===== config.mk =====
export PLATFORM = sky130hd
export DESIGN_NAME = ps2_host_tx_flat
export DESIGN_NICKNAME = d
export VERILOG_FILES = /design/src/rtl/ps2_host_tx_if.sv /design/src/rtl/ps2_host_tx.sv /design/src/flat_wrapper.sv
export SDC_FILE = /design/constraint.sdc
export NUM_CORES = 1
export LEC_CHECK = 0
export BUFFER_PORTS_ARGS = -buffer_cell sky130_fd_sc_hd__buf_2
export CORE_MARGIN = 4
export CORE_UTILIZATION = 45
export DETAILED_ROUTE_END_ITERATION = 12
export GPL_ROUTABILITY_DRIVEN = 1
export PLACE_DENSITY = 0.6
export SLEW_MARGIN = 20
export SYNTH_ARGS = -nofsm -noshare
export SYNTH_HDL_FRONTEND = slang
export SYNTH_SLANG_ARGS = --single-unit

===== constraint.sdc =====
create_clock -name clk -period 2.4 [get_ports clk]
set_clock_uncertainty 0.05 [all_clocks]
set_input_delay 0.72 -clock clk [delete_from_list [all_inputs] [get_ports clk]]
set_output_delay 0.72 -clock clk [all_outputs]
set_load 0.005 [all_outputs]

===== src/rtl/ps2_host_tx_if.sv =====
// Host-side PS/2 transmit bundle: byte request handshake, status pulses and open-collector pad controls.
// master = command source / pad model, slave = transmitter.
interface ps2_host_tx_if;
  logic [7:0] tx_data;
  logic       tx_valid;
  logic       tx_ready;
  logic       busy;
  logic       done;
  logic       err;
  logic       ps2_clk_in;
  logic       ps2_data_in;
  logic       ps2_clk_oe;
  logic       ps2_data_oe;

  modport master (
    output tx_data, tx_valid, ps2_clk_in, ps2_data_in,
    input  tx_ready, busy, done, err, ps2_clk_oe, ps2_data_oe
  );

  modport slave (
    input  tx_data, tx_valid, ps2_clk_in, ps2_data_in,
    output tx_ready, busy, done, err, ps2_clk_oe, ps2_data_oe
  );
endinterface


===== src/rtl/ps2_host_tx.sv =====
// PS/2 host-to-device byte transmitter: inhibit, request-to-send, 8 data + odd parity + stop, ACK check.
// Accepts one byte in IDLE only; done/err pulse once per frame, tx_ready returns the cycle after.
module ps2_host_tx #(
  parameter int INHIBIT_CYCLES = 5000,
  parameter int TIMEOUT_CYCLES = 750000
) (
  input logic          clk,
  input logic          rst_n,
  ps2_host_tx_if.slave io_bus
);
  localparam int INH_W = (INHIBIT_CYCLES > 1) ? $clog2(INHIBIT_CYCLES + 1) : 1;
  localparam int TO_W  = $clog2(TIMEOUT_CYCLES + 1);

  typedef enum logic [2:0] {
    IDLE, INHIBIT, REQ, RELEASE, SEND, WAIT_ACK, WAIT_IDLE
  } state_t;

  state_t            r_state;
  logic              r_clk_s1, r_clk_s2, r_clk_prev;
  logic              r_dat_s1, r_dat_s2;
  logic [7:0]        r_byte;
  logic              r_par;
  logic [INH_W-1:0]  r_inh_cnt;
  logic [TO_W-1:0]   r_to_cnt;
  logic [3:0]        r_edge_cnt;
  logic              r_tx_ready, r_busy, r_done, r_err;
  logic              r_clk_oe, r_data_oe;

  logic              w_fall;
  logic              w_timeout;
  logic [3:0]        w_edge_nxt;
  logic [2:0]        w_bit_idx;

  // Pads idle high, so the synchronizers reset to 1 to avoid a phantom falling edge.
  always_ff @(posedge clk or negedge rst_n) begin
    if (!rst_n) begin
      r_clk_s1   <= 1'b1;
      r_clk_s2   <= 1'b1;
      r_clk_prev <= 1'b1;
      r_dat_s1   <= 1'b1;
      r_dat_s2   <= 1'b1;
    end else begin
      r_clk_s1   <= io_bus.ps2_clk_in;
      r_clk_s2   <= r_clk_s1;
      r_clk_prev <= r_clk_s2;
      r_dat_s1   <= io_bus.ps2_data_in;
      r_dat_s2   <= r_dat_s1;
    end
  end

  assign w_fall     = r_clk_prev & ~r_clk_s2;
  assign w_timeout  = (r_to_cnt == TO_W'(TIMEOUT_CYCLES - 1));
  assign w_edge_nxt = (r_edge_cnt == 4'hF) ? 4'hF : r_edge_cnt + 4'd1;
  assign w_bit_idx  = 3'(w_edge_nxt - 4'd1);

  always_ff @(posedge clk or negedge rst_n) begin
    if (!rst_n) begin
      r_state    <= IDLE;
      r_byte     <= 8'h00;
      r_par      <= 1'b0;
      r_inh_cnt  <= '0;
      r_to_cnt   <= '0;
      r_edge_cnt <= 4'd0;
      r_tx_ready <= 1'b1;
      r_busy     <= 1'b0;
      r_done     <= 1'b0;
      r_err      <= 1'b0;
      r_clk_oe   <= 1'b0;
      r_data_oe  <= 1'b0;
    end else begin
      r_done <= 1'b0;
      r_err  <= 1'b0;
      case (r_state)
        IDLE: begin
          // tx_ready is re-armed here rather than on entry, so it trails done/err by a cycle.
          r_clk_oe   <= 1'b0;
          r_data_oe  <= 1'b0;
          r_busy     <= 1'b0;
          r_tx_ready <= 1'b1;
          if (io_bus.tx_valid && r_tx_ready) begin
            r_byte     <= io_bus.tx_data;
            r_par      <= ~^io_bus.tx_data;
            r_inh_cnt  <= '0;
            r_tx_ready <= 1'b0;
            r_busy     <= 1'b1;
            r_clk_oe   <= 1'b1;
            r_state    <= INHIBIT;
          end
        end
        INHIBIT: begin
          if (r_inh_cnt == INH_W'(INHIBIT_CYCLES - 1)) begin
            r_data_oe <= 1'b1;
            r_state   <= REQ;
          end else begin
            r_inh_cnt <= r_inh_cnt + INH_W'(1);
          end
        end
        REQ: begin
          r_clk_oe <= 1'b0;
          r_state  <= RELEASE;
        end
        RELEASE: begin
          r_edge_cnt <= 4'd0;
          r_to_cnt   <= '0;
          r_state    <= SEND;
        end
        SEND, WAIT_ACK, WAIT_IDLE: begin
          if (w_timeout) begin
            r_clk_oe  <= 1'b0;
            r_data_oe <= 1'b0;
            r_err     <= 1'b1;
            r_busy    <= 1'b0;
            r_state   <= IDLE;
          end else begin
            r_to_cnt <= r_to_cnt + TO_W'(1);
            if (r_state == SEND) begin
              if (w_fall) begin
                r_edge_cnt <= w_edge_nxt;
                if (w_edge_nxt <= 4'd8) begin
                  r_data_oe <= ~r_byte[w_bit_idx];
                end else if (w_edge_nxt == 4'd9) begin
                  r_data_oe <= ~r_par;
                end else begin
                  r_data_oe <= 1'b0;
                  r_state   <= WAIT_ACK;
                end
              end
            end else if (r_state == WAIT_ACK) begin
              if (w_fall) begin
                if (!r_dat_s2) begin
                  r_state <= WAIT_IDLE;
                end else begin
                  r_err   <= 1'b1;
                  r_busy  <= 1'b0;
                  r_state <= IDLE;
                end
              end
            end else if (r_clk_s2 && r_dat_s2) begin
              r_done  <= 1'b1;
              r_busy  <= 1'b0;
              r_state <= IDLE;
            end
          end
        end
        default: r_state <= IDLE;
      endcase
    end
  end

  assign io_bus.tx_ready    = r_tx_ready;
  assign io_bus.busy        = r_busy;
  assign io_bus.done        = r_done;
  assign io_bus.err         = r_err;
  assign io_bus.ps2_clk_oe  = r_clk_oe;
  assign io_bus.ps2_data_oe = r_data_oe;
endmodule

===== src/flat_wrapper.sv =====
// flat-port wrapper written by rule: the top's interface ports become plain ports
module ps2_host_tx_flat 
#(
  parameter int INHIBIT_CYCLES = 5000,
  parameter int TIMEOUT_CYCLES = 750000
)
  (clk, rst_n, io_bus_tx_data, io_bus_tx_valid, io_bus_ps2_clk_in, io_bus_ps2_data_in, io_bus_tx_ready, io_bus_busy, io_bus_done, io_bus_err, io_bus_ps2_clk_oe, io_bus_ps2_data_oe);
  ps2_host_tx_if io_bus_i ();
  input logic clk;
  input logic rst_n;
  input wire logic [$bits(io_bus_i.tx_data)-1:0] io_bus_tx_data;
  input wire logic [$bits(io_bus_i.tx_valid)-1:0] io_bus_tx_valid;
  input wire logic [$bits(io_bus_i.ps2_clk_in)-1:0] io_bus_ps2_clk_in;
  input wire logic [$bits(io_bus_i.ps2_data_in)-1:0] io_bus_ps2_data_in;
  output wire logic [$bits(io_bus_i.tx_ready)-1:0] io_bus_tx_ready;
  output wire logic [$bits(io_bus_i.busy)-1:0] io_bus_busy;
  output wire logic [$bits(io_bus_i.done)-1:0] io_bus_done;
  output wire logic [$bits(io_bus_i.err)-1:0] io_bus_err;
  output wire logic [$bits(io_bus_i.ps2_clk_oe)-1:0] io_bus_ps2_clk_oe;
  output wire logic [$bits(io_bus_i.ps2_data_oe)-1:0] io_bus_ps2_data_oe;
  assign io_bus_i.tx_data = io_bus_tx_data;
  assign io_bus_i.tx_valid = io_bus_tx_valid;
  assign io_bus_i.ps2_clk_in = io_bus_ps2_clk_in;
  assign io_bus_i.ps2_data_in = io_bus_ps2_data_in;
  assign io_bus_tx_ready = io_bus_i.tx_ready;
  assign io_bus_busy = io_bus_i.busy;
  assign io_bus_done = io_bus_i.done;
  assign io_bus_err = io_bus_i.err;
  assign io_bus_ps2_clk_oe = io_bus_i.ps2_clk_oe;
  assign io_bus_ps2_data_oe = io_bus_i.ps2_data_oe;
  ps2_host_tx #(.INHIBIT_CYCLES(INHIBIT_CYCLES), .TIMEOUT_CYCLES(TIMEOUT_CYCLES)) u_core (.clk(clk), .rst_n(rst_n), .io_bus(io_bus_i));
endmodule

==> results summary, run 1 <==
The final-stage net count is 411. The final count of pins violating max slew was 0. The shortest period the worst path allows is 2.29 ns.

The clock tree synthesis step divided the H-tree into 3 levels. The via count of the first global-routing pass came to 2621. The number of rows in the core area is 30.

Routability-driven placement finished with a final weighted congestion of 0.817. Dividing the synthesized area by the synthesized cell count gives 8.95 sq um. The setup violation total in the final timing report came out at 0. After synthesis, the most frequently instantiated cells are 67 x nand2_1, 54 x dfrtp_1, 31 x nor2_1. The count of cells in the finished layout, fillers not included, comes to 496. In the global route stage, overall resource usage came out at 18.2%. The critical path launch point type is a register.

The full die area is 8640 sq um. The number of hold buffers added after cts is 0. Among all flip-flop cells after synthesis, the most frequent one is dfrtp_1. In this run the cell area measured after placement is 3550 sq um. The initial antenna violation count came out at 0. The setup slack of the critical path after layout came out at 0.113 ns. The xor and xnor area share after synthesis is 5.39%.

After synthesis, the largest area contributor takes up 41.6% of total cell area. The final critical path takes up 95.3% of the cycle. The min-delay analysis places its worst path in the category reg2reg. Synthesis handed over a netlist of 363 instances. The synthesized netlist contains 52 unique library cells. The average via count per standard cell is 5.58.

The routed design has 7140 um of wire. VDD sags by at most 0.499 mV. The most critical setup path has its startpoint at u_core.r_to_cnt[11].

The clock transition at the register clock pins on the worst setup and hold paths after CTS came out at 0.07 ns. The worst setup path is captured at a register. The insertion delay to the later sink of the worst-skew pair is 0.34 ns. The pre-CTS setup slack came out at 0.0301 ns.

The number of synthesized flops with an enable pin came out at 0. The max-cap check violation count came out at 0. The warning count from the yosys run is 0. In this run, the number of DRC markers left after iteration 0 of detailed routing was 167.

The tree is rooted in a clkbuf_8. The setup TNS came out at 0 ns. The mux share of post-synthesis cell area is 4.31%. The maximum fanout count along the critical path is 10. The post-route cell area is 3780 sq um. Detailed placement ended at an HPWL of 5090 um.

Once detail routing completed, the nets flagged for antenna violations numbered 0. The cell with the most instances after synthesis is nand2_1. The global-route wire length before repair came out at 12600 um. Of all cell types, the one taking the most synthesized area is dfrtp_1. The fraction of layout cells with a size suffix above 1 came out at 16.0%.

The final routed DRC violation total is 0. The largest family of logic cells by synthesized area is simple AND/OR/NAND/NOR gates. Sequential elements use 46.4% of the synthesized area. Measured along the x axis, the die boundary spans 93.0 um. The total placed cells including tap cells came out at 479.

At the worst endpoint, the required time is 2.56 ns. Setup repair after global routing could not meet its margin everywhere. For this block, the via count after detailed routing is 2767.

The power per cell area came out at 1030 nW/um^2. The initial standard-cell utilization of the core is 47.0%. The total I/O pin count came out at 19. The clock buffer count from CTS came out at 9. The flow ran to the end, and the final reports show no timing, DRC or antenna violations. The share of synthesized registers carrying an async set or reset is 100%. The signal arrival time at the worst endpoint is 2.45 ns. The slew at the pin with the worst max-slew slack came out at 0.619 ns. The relative max-transition margin is 58.4%. The adder-cell share of the synthesized area is 1.16%. In this run the cell area of the synthesized design comes to 3250 sq um. The average wire length per cell after detail routing is 14.4 um. The source of the worst register-to-register timing path is u_core.r_to_cnt[11]. TritonCTS built the clock tree. Summing the areas of all compound-gate instances in the mapped netlist gives 13.7% of the synthesized area. Counting every sink on the clock net gives 60. In this run the vertical extent of the chip is 93.0 um.

The total area inside the core boundary comes to 6910 sq um. After synthesis, the cell types taking the most area are dfrtp_1 42%, nand2_1 7.7%, dfstp_2 4.9%. The largest net degree at the start of global routing came out at 61. The count of state elements after synthesis is 60. The count of TritonRoute iterations in the first routing pass came out at 4. Summed over all layers, the global routing overflow is 0. The highest clock rate is 437 MHz. The area overhead of the layout relative to synthesis came out at 16.3%. The setup path with the least slack is of type reg2reg. The synthesized netlist net count came out at 379.

The count of inserted antenna diode cells is 0. The hold violation total from the final report came out at 0. The origin of the worst min-delay path is u_core.r_dat_s1. The maximum buffer depth of the clock tree came out at 2. For this design the static power due to leakage is 1.70 nW. The port buffer count came out at 18. Summing the areas of all and, or, nand and nor instances in the mapped netlist gives 26.5% of the synthesized area.
==> registers in the layout, summed over array words and instances, names as in the netlist <==
register,cells
u_core.io_bus.tx_ready,1
u_core.io_bus.ps2_data_oe,1
u_core.r_inh_cnt,13
u_core.r_clk_prev,1
u_core.r_clk_s1,1
u_core.io_bus.busy,1
u_core.r_to_cnt,20
u_core.r_state,3
u_core.io_bus.ps2_clk_oe,1
u_core.r_dat_s1,1
u_core.io_bus.err,1
u_core.io_bus.done,1
u_core.r_par,1
u_core.r_dat_s2,1
u_core.r_edge_cnt,4
u_core.r_byte,8
u_core.r_clk_s2,1
==> power by group <==
part	internal (W)	switching, W	total (W)	leakage (nW)
sequential	0.00127	0.000299	0.00157	0.785
combinational	0.000568	0.000754	0.00132	0.804
clock	0.000608	0.000393	0.00100	0.113
==> cell usage in the layout, fill, tap and decap left out, types with 2 or more instances in the layout <==
cell and count:
clkbuf_8 10, or3_1 2, ha_1 3, nand2_1 67, bufinv_16 2, o22ai_1 4
and3_1 7, a211oi_1 3, a31oi_1 8, nor2_1 31, nor2b_1 4, mux2i_1 14
o21ai_0 23, nand4_1 13, buf_2 18, inv_1 5, nor4_1 4, xor2_1 12
clkinv_2 3, a32o_1 2, dfrtp_1 54, buf_4 17, and4_1 3, nor3_1 10
a22oi_1 2, o31ai_1 4, a21oi_1 12, xnor2_1 8, nand3_1 19, nor4_2 2
nand2b_1 2, dfstp_2 6
==> cell type report <==
cell class	instances	area, sq um
clock inverters	5	75.1
clock buffers	11	141
repair buffers	36	238
inverters	6	22.5
multi-input cells	282	1670
flip-flops and latches	60	1510
fillers	684	3130
well taps	96	120
==> through the flow <==
stage	hold WS [ns]	total power [W]	util, %
2_1_floorplan	0.295	0.00247	-
3_3_place_gp	0.296	0.00287	51.4
3_5_place_dp	0.302	0.00290	51.4
4_1_cts	0.311	0.00391	54.5
5_1_grt	0.312	0.00420	54.7
6_report	0.309	0.00389	54.7
==> worst paths after layout <==
path                                  endpoint  slack, ns  depth (start not counted)
min reg2reg                    u_core.r_dat_s2       0.31                          0
min in group asynchronous   u_core.r_to_cnt[4]       0.32                          2
max in group asynchronous    u_core.r_clk_prev       1.65                          2
max reg2reg                u_core.r_to_cnt[14]       0.11                          7
min                            u_core.r_dat_s2       0.31                          0
max                        u_core.r_to_cnt[14]       0.11                          7
==> worst max-delay path: stages, from the launching register on <==
cell,delay (ns)
dfrtp_1,0.42
or4b_1,0.54
or3_4,0.37
o211ai_4,0.23
buf_4,0.22
a31oi_1,0.05
o21ai_0,0.17
o21ai_0,0.11
==> cell families after synthesis <==
kind of cell,count (synthesis)
compound gates,69
xor+xnor,20
fa+ha+maj,3
buf+inv,21
flops,60
mux,14
simple gates,176
==> per-layer routing <==
metal	up-vias	GRT usage (%)	part of all wire, %
li1	1374	-	-
met1	1339	24.6	48
met2	47	28.4	47
met3	7	4.34	3.4
met4	0	6.59	1.2
met5	-	0	0
==> repair_timing <==
action,in CTS,in global routing
setup buffers,0,1
setup endpoints to repair,0,7
gates resized for setup,0,1
(Power assumes the default switching activity.)
==> inputs of run 2 (changes only) <==
ABC_AREA = 1   (was unset)
CORE_MARGIN = 2   (was 4)
CORE_UTILIZATION = 61   (was 45)
PLACE_DENSITY = 0.78   (was 0.6)
==> run 2 against run 1 <==
Routed wire length increased by 9.1%. Setup slack improved by 0.20 ns. Clock power decreased by 14%. Power decreased by 4.5%. Core utilization increased by 15 points. Die area decreased by 26%. Largest cell class unchanged.
==> results summary, run 2 <==
The critical path is of the reg2reg type. The area fraction of the dominant cell type after synthesis came to 38.3% (-3.3 points). The overall die height is 80.0 um (-14%).

The final routed DRC violation total came out at 0 (unchanged). The cell area after technology mapping is 3530 sq um (+8.5%). The setup violation total in the final timing report is 0 (unchanged).

Leaving out fill and tap cells, the most frequent cell in the layout is nand2_1. The via count of the first global-routing pass came out at 3104 (+18%). The slew at the pin with the worst max-slew slack is 0.376 ns (-0.243 ns).

The full die area is 6410 sq um (-26%). The combined buffer and inverter count along the critical path came out at 0 (-1). The final-stage net count is 515 (+25%). The synthesized netlist net count came out at 491 (+30%). The count of state elements after synthesis came out at 60 (unchanged).

The global-route congestion overflow total came out at 0 (unchanged). The setup TNS was 0 ns (unchanged). The post-cts repair resize count is 0 (unchanged).

The total routed wirelength is 7790 um (+9.1%). The number of synthesized flops with an enable pin is 0 (unchanged). The global-route wire length before repair is 13800 um (+10%).

The count of placed standard cells in the final layout, fillers left out came out at 576 (+16%). The standard cell area after detailed placement came out at 3690 sq um (+3.9%). The post-CTS setup-driven buffer insertion count is 0 (unchanged).

The final HPWL from detailed placement came out at 5610 um (+10%). The share of the clock period used by the worst path after layout came out at 87.1% (-8.2 points). The largest net degree at the start of global routing came to 61 (unchanged). The mean instance size in the synthesized netlist came out at 7.43 sq um (-17%). The initial standard-cell utilization of the core is 63.7% (+17 points). TritonCTS built the clock tree. The signal arrival time at the worst endpoint came out at 2.26 ns (-0.19 ns).

The die span in x came out at 80.0 um (-14%). The hold violation total from the final report came out at 0 (unchanged). The power per cell area was 959 nW/um^2 (-6.9%). The sequential cell area fraction in the yosys report came out at 42.8% (-3.7 points).

The library cell contributing the largest single delay on the critical path is dfrtp_1. The delay of the slowest cell on the worst path came out at 0.57 ns (+0.03 ns). The number of antenna-violating nets in the routed design is 0 (unchanged). The static leakage is 1.80 nW (+5.9%).

The shortest period the worst path allows came out at 2.09 ns (-0.196 ns). The number of flip-flops under the largest register name is 20 (unchanged). The average wire length per cell after detail routing came out at 13.5 um (-6.0%). The maximum buffer depth of the clock tree came out at 2 (unchanged).

By count the netlist is led by 146 x nand2_1, 54 x dfrtp_1, 48 x nand3_1. The leading register cell type out of synthesis is dfrtp_1. The total core area is 5540 sq um (-20%). The run finished with clean final reports. The cell sitting at the root of the clock tree is a clkbuf_8. The final weighted congestion in routability-driven placement came out at 0.972 (+19%). In the post-synthesis netlist, the biggest area contributors are dfrtp_1 38%, nand2_1 16%, nand3_1 6.8%. The average via count per standard cell is 5.52 (-1.1%). In the final layout, the registers with the most flip-flops are u_core.r_to_cnt x20, u_core.r_inh_cnt x13, u_core.r_byte x8. Traced cell by cell, the critical path runs through ha_1 -> nand2_1 -> nand2_1 -> nand2_1 -> nor2_1 -> nand3_1 -> nand3_1 -> nand3_1 -> nand3_1 -> nand2_1. The share of synthesized registers carrying an async set or reset came out at 100% (unchanged).

The total I/O pin count is 19 (unchanged). The overall fraction of global-route tracks in use is 27.5% (+9.3 points). The register with the most flip-flops in the final layout is u_core.r_to_cnt.

The clock buffer count from CTS was 9 (unchanged). The max-cap check violation count came to 0 (unchanged). The data required time at the worst endpoint came to 2.57 ns (about the same). The worst supply voltage drop on vdd is 0.664 mV (+33%). The relative max-transition margin came to 74.8% (+16 points). The total vias in the final route came to 3179 (+15%). The H-tree level count is 3 (unchanged).

The warning count from the yosys run came out at 0 (unchanged). The maximum fanout count along the critical path came out at 12 (+2). The highest clock rate is 478 MHz (+9.4%). The clock transition at the register clock pins on the worst setup and hold paths after CTS came out at 0.06 ns (about the same). The initial detailed-routing violation count is 267 (+60%). The largest delay contributor family on the critical path is simple AND/OR/NAND/NOR gates. The count of TritonRoute iterations in the first routing pass came out at 5 (+1). The final count of pins violating max slew came to 0 (unchanged). Leaving out fill and tap cells, the most frequent cells in the layout are 146 x nand2_1, 54 x dfrtp_1, 47 x nand3_1, 42 x inv_1, 41 x nor2_1. The number of different library cells in the post-synthesis netlist is 38 (-27%). By instance count, the leading cell after synthesis is nand2_1. The gate count after technology mapping came to 475 (+31%). The number of rows in the core area was 27 (-10%). The count of inserted antenna diode cells is 0 (unchanged).

The port buffer count came out at 18 (unchanged). The total clock sinks is 60 (unchanged). The worst setup path is captured at a register. The min-delay analysis places its worst path in the category reg2reg. The post-route cell area came to 3880 sq um (+2.6%). Setup repair after global routing left no endpoint under its margin.

The leading area contributor after synthesis is dfrtp_1. The total placed cells including tap cells is 560 (+17%). STA classifies the critical path startpoint as a register. Compared with the post-synthesis result, the final layout area differs by 9.90%. The number of hold buffers added after cts is 0 (unchanged). The count of filler cells inserted in the layout was 483 (-29%). The fraction of layout cells with a size suffix above 1 is 14.1% (-1.9 points). The initial antenna violation count came out at 0 (unchanged).

The insertion delay to the later sink of the worst-skew pair is 0.33 ns (about the same).
==> run 2: changes by cell type after synthesis, sizes merged, moves of 11 or more <==
| cell | change |
|---|---|
| clkbuf | -14 |
| nor2 | +19 |
| nand3 | +32 |
| inv | +44 |
| mux2i | -11 |
| nand2 | +87 |
==> run 2: power breakdown <==
group / internal [W] / switching, W / leakage (nW)
Sequential: 0.00123 / 0.000227 / 0.789
Clock: 0.000475 / 0.000389 / 0.0931
Combinational: 0.000462 / 0.000939 / 0.920
Total: 0.00216 / 0.00155 / 1.80
==> run 2: metrics by stage <==
| stage | setup WS [ns] | hold WS [ns] | total power (W) | utilization (%) |
|---|---|---|---|---|
| after global placement | 0.336 | 0.297 | 0.00280 | 66.6 |
| after detailed placement | 0.262 | 0.299 | 0.00284 | 66.6 |
| after CTS | 0.205 | 0.309 | 0.00373 | 69.9 |
| after global routing | 0.123 | 0.318 | 0.00401 | 70.0 |
| final | 0.309 | 0.307 | 0.00372 | 70.0 |
| after floorplan | 0.698 | 0.295 | 0.00252 | - |
==> run 2: layer usage <==
layer / track usage, % / routed length, um / vias to the layer above
met2: 44.3 / 3540 / 111
met5: 0 / 0 / -
li1: - / - / 1595
met3: 4.52 / 437 / 11
met4: 8.81 / 98 / 0
met1: 37.8 / 3720 / 1462
==> run 2: worst paths after layout <==
kind                                      start              endpoint  slack (ns)  cells after the start
max reg2reg                u_core.r_edge_cnt[0]     u_core.r_state[2]        0.31                     10
min reg2reg                     u_core.r_dat_s1       u_core.r_dat_s2        0.31                      0
max                        u_core.r_edge_cnt[0]     u_core.r_state[2]        0.31                     10
min                             u_core.r_dat_s1       u_core.r_dat_s2        0.31                      0
max in group asynchronous                 rst_n       u_core.r_clk_s1        1.64                      2
min in group asynchronous                 rst_n  u_core.r_edge_cnt[2]        0.32                      2
==> run 2: area by class of cell <==
class / instances / area, sq um / area share [%]
multi-input cells: 356 / 1770 / 45.7
flip-flops and latches: 60 / 1510 / 38.9
inverters: 51 / 195 / 5.04
clock buffers: 11 / 131 / 3.39
repair buffers: 21 / 125 / 3.23
well taps: 72 / 90.1 / 2.32
clock inverters: 5 / 52.6 / 1.36
==> run 2: cell families (layout without fill, tap and decap cells) <==
kind of cell               count (synthesis)  count (layout)  share of synthesized area (%)
AOI/OAI and AO/OA                         54              54                           8.51
and+or+nand+nor                          281             281                           36.0
adders and majority gates                  3               3                           1.06
DFF                                       60              60                           42.8
muxes                                      3               3                          0.851
xor gates and xnor gates                  15              15                           3.72
buffers and inverters                     59              88                           7.09
==> inputs of run 3 (changes only) <==
CORE_UTILIZATION = 63   (was 61)
CTS_BUF_LIST = sky130_fd_sc_hd__clkbuf_2 sky130_fd_sc_hd__clkbuf_4 sky130_fd_sc_hd__clkbuf_8   (was unset)
PLACE_DENSITY = 0.8   (was 0.78)
==> run 3 against run 2 <==
Cell area is 1.0% higher. Maximum frequency is 2.7% lower. Power is 5.2% higher. Routed wire length is 1.3% lower. Count of clock-buffer cells in the layout stayed put. Register-to-register slack worse by 0.06 ns. Critical path type unchanged. Critical endpoint unchanged. Highest routed layer unchanged.
==> results summary, run 3 (synthesized netlist as in run 2, its figures left out) <==
The run finished with clean final reports. The via count of the first global-routing pass came out at 3047 (-1.8%). The final count of pins violating max slew came to 0 (unchanged). By startpoint and endpoint, the worst setup path is classified as reg2reg. The post-cts repair resize count came out at 0 (unchanged). The setup violation total in the final timing report came out at 0 (unchanged). The delay of the slowest cell on the worst path came out at 0.57 ns (about the same). The final HPWL from detailed placement came out at 5440 um (-3.0%).

The port buffer count came to 18 (unchanged). The number of rows in the core area is 27 (unchanged). The signal on the critical path passes through ha_1 -> nand3_1 -> nand2_1 -> nor2_1 -> nand3_1 -> nand3_1 -> nand3_1 -> nand2_2 -> nand2_1 -> nand2_1. The full die area is 6210 sq um (-3.0%). The H-tree level count was 3 (unchanged). The count of inserted antenna diode cells is 0 (unchanged). In the layout the commonest cells are 146 x nand2_1, 54 x dfrtp_1, 48 x nand3_1, 42 x inv_1, 41 x nor2_1. The fraction of layout cells with a size suffix above 1 came out at 14.1% (+0.028 points). The signal arrival time at the worst endpoint is 2.33 ns (+0.07 ns). The post-CTS setup-driven buffer insertion count came out at 0 (unchanged). The worst supply voltage drop on vdd came to 0.666 mV (+0.19%).

The data required time at the worst endpoint is 2.59 ns (+0.02 ns). The overall die height is 78.8 um (-1.5%). The post-route cell area came out at 3920 sq um (+1.0%). The final routed DRC violation total is 0 (unchanged). The maximum fanout count along the critical path came out at 12 (unchanged). The element type at the critical path end is a register. The setup TNS was 0 ns (unchanged). The power per cell area came out at 999 nW/um^2 (+4.1%). The relative max-transition margin came out at 73.4% (-1.4 points). The met2 wirelength from detailed routing is 3460 um (-2.3%). The global-route wire length before repair came out at 13500 um (-2.2%). The initial standard-cell utilization of the core came out at 64.4% (+0.79 points). The routed length on met1 came out at 3660 um (-1.7%). The overall fraction of global-route tracks in use is 27.9% (+0.39 points).

The highest clock rate came out at 465 MHz (-2.7%). The worst register-to-register path begins at u_core.r_edge_cnt[0]. The total placed cells including tap cells is 559 (-0.18%).

The total vias in the final route came to 3185 (+0.19%). The insertion delay to the later sink of the worst-skew pair came to 0.35 ns (+0.02 ns). The total routed wirelength is 7700 um (-1.3%).

Setup repair after global routing left no endpoint under its margin. The clock transition at the register clock pins on the worst setup and hold paths after CTS was 0.07 ns (about the same). The share of the clock period used by the worst path after layout came out at 89.5% (+2.4 points). The initial detailed-routing violation count was 295 (+10%). The average wire length per cell after detail routing came out at 13.4 um (-1.1%). The final-stage net count was 514 (-0.19%). The most frequent standard cell in the layout excluding fill and tap cells is nand2_1. The length of routed met3 wiring came out at 435 um (-0.46%). The largest registers in the layout are u_core.r_to_cnt x20, u_core.r_inh_cnt x13, u_core.r_byte x8. The tree is rooted in a clkbuf_8. The final weighted congestion in routability-driven placement came out at 0.952 (-2.0%). The shortest period the worst path allows came to 2.15 ns (+0.0584 ns).

The total core area came out at 5470 sq um (-1.2%). The number of antenna-violating nets in the routed design came out at 0 (unchanged). The total chip power is 0.00391 W (+5.2%). The clock tree from TritonCTS is yes. The area overhead of the layout relative to synthesis came out at 11.0%. The timing startpoint of the critical path is u_core.r_edge_cnt[0]. By instance count, the cell type seen most on the critical path is nand3_1. The number of hold buffers added after cts is 0 (unchanged). The path class of the tightest hold or removal check is in2async. The standard cell area after detailed placement came out at 3680 sq um (-0.20%). For this design, the slowest cell found on the critical path is dfrtp_1. More flip-flops sit in one register than any other, and that register is u_core.r_to_cnt. The maximum buffer depth of the clock tree came out at 2 (unchanged). The count of filler cells inserted in the layout is 452 (-6.4%).

The count of placed standard cells in the final layout, fillers left out is 575 (-0.17%). The static leakage was 1.82 nW (+0.74%). The die span in x is 78.8 um (-1.5%). The total I/O pin count is 19 (unchanged). The hold violation total from the final report was 0 (unchanged). The slew at the pin with the worst max-slew slack came out at 0.398 ns (+0.0225 ns). The global-route congestion overflow total is 0 (unchanged). The number of flip-flops under the largest register name is 20 (unchanged). The hold slack came out at 0.308 ns (+0.000633 ns). The largest net degree at the start of global routing is 61 (unchanged).

The initial antenna violation count came out at 0 (unchanged). The max-cap check violation count was 0 (unchanged). The clock buffer count from CTS came out at 9 (unchanged). The worst setup path is launched from a register. The total clock sinks was 60 (unchanged). The count of TritonRoute iterations in the first routing pass was 7 (+2). The highest metal layer carrying signal wires in the routed design is met4. The average via count per standard cell is 5.54 (+0.36%).
-- run 3: layout make-up --
type	count	area (sq um)	share of cell area [%]
multi-input cells	356	1770	45.2
flip-flops and latches	60	1510	38.5
inverters	51	195	4.99
clock buffers	11	151	3.87
repair buffers	20	118	3.00
well taps	72	90.1	2.30
clock inverters	5	83.8	2.14
-- run 3: path summary, 6_finish.rpt --
check,cells after the start,slack (ns),to
worst max-delay path,10,0.25,u_core.r_state[2]
worst min-delay path,2,0.31,u_core.r_edge_cnt[3]
worst max register to register,10,0.25,u_core.r_state[2]
worst min register to register,0,0.31,u_core.r_dat_s2
max in group asynchronous,2,1.67,u_core.io_bus.tx_ready
min in group clk,0,0.31,u_core.r_dat_s2
-- run 3: worst max-delay path, delay by kind of cell (launching register included) --
kind,cells,cell delay [ns]
and+or+nand+nor,9,1.16
DFF,1,0.57
adders and majority gates,1,0.26
-- run 3: power breakdown --
part	internal (W)	switching, W
Combinational	0.000455	0.000934
Sequential	0.00123	0.000228
Clock	0.000643	0.000425
Total	0.00232	0.00159
-- run 3: routing by layer --
layer	track usage [%]	vias to the layer above
met5	0	-
met4	8.28	0
met3	6.82	20
met2	43.0	112
met1	39.4	1460
li1	-	1593
-- run 3: metrics by stage --
step / util, % / worst slack [ns]
3_5_place_dp: 67.2 / 0.291
2_1_floorplan: - / 0.698
3_3_place_gp: 67.2 / 0.353
6_report: 71.5 / 0.251
5_1_grt: 71.5 / 0.0154
4_1_cts: 71.5 / 0.285
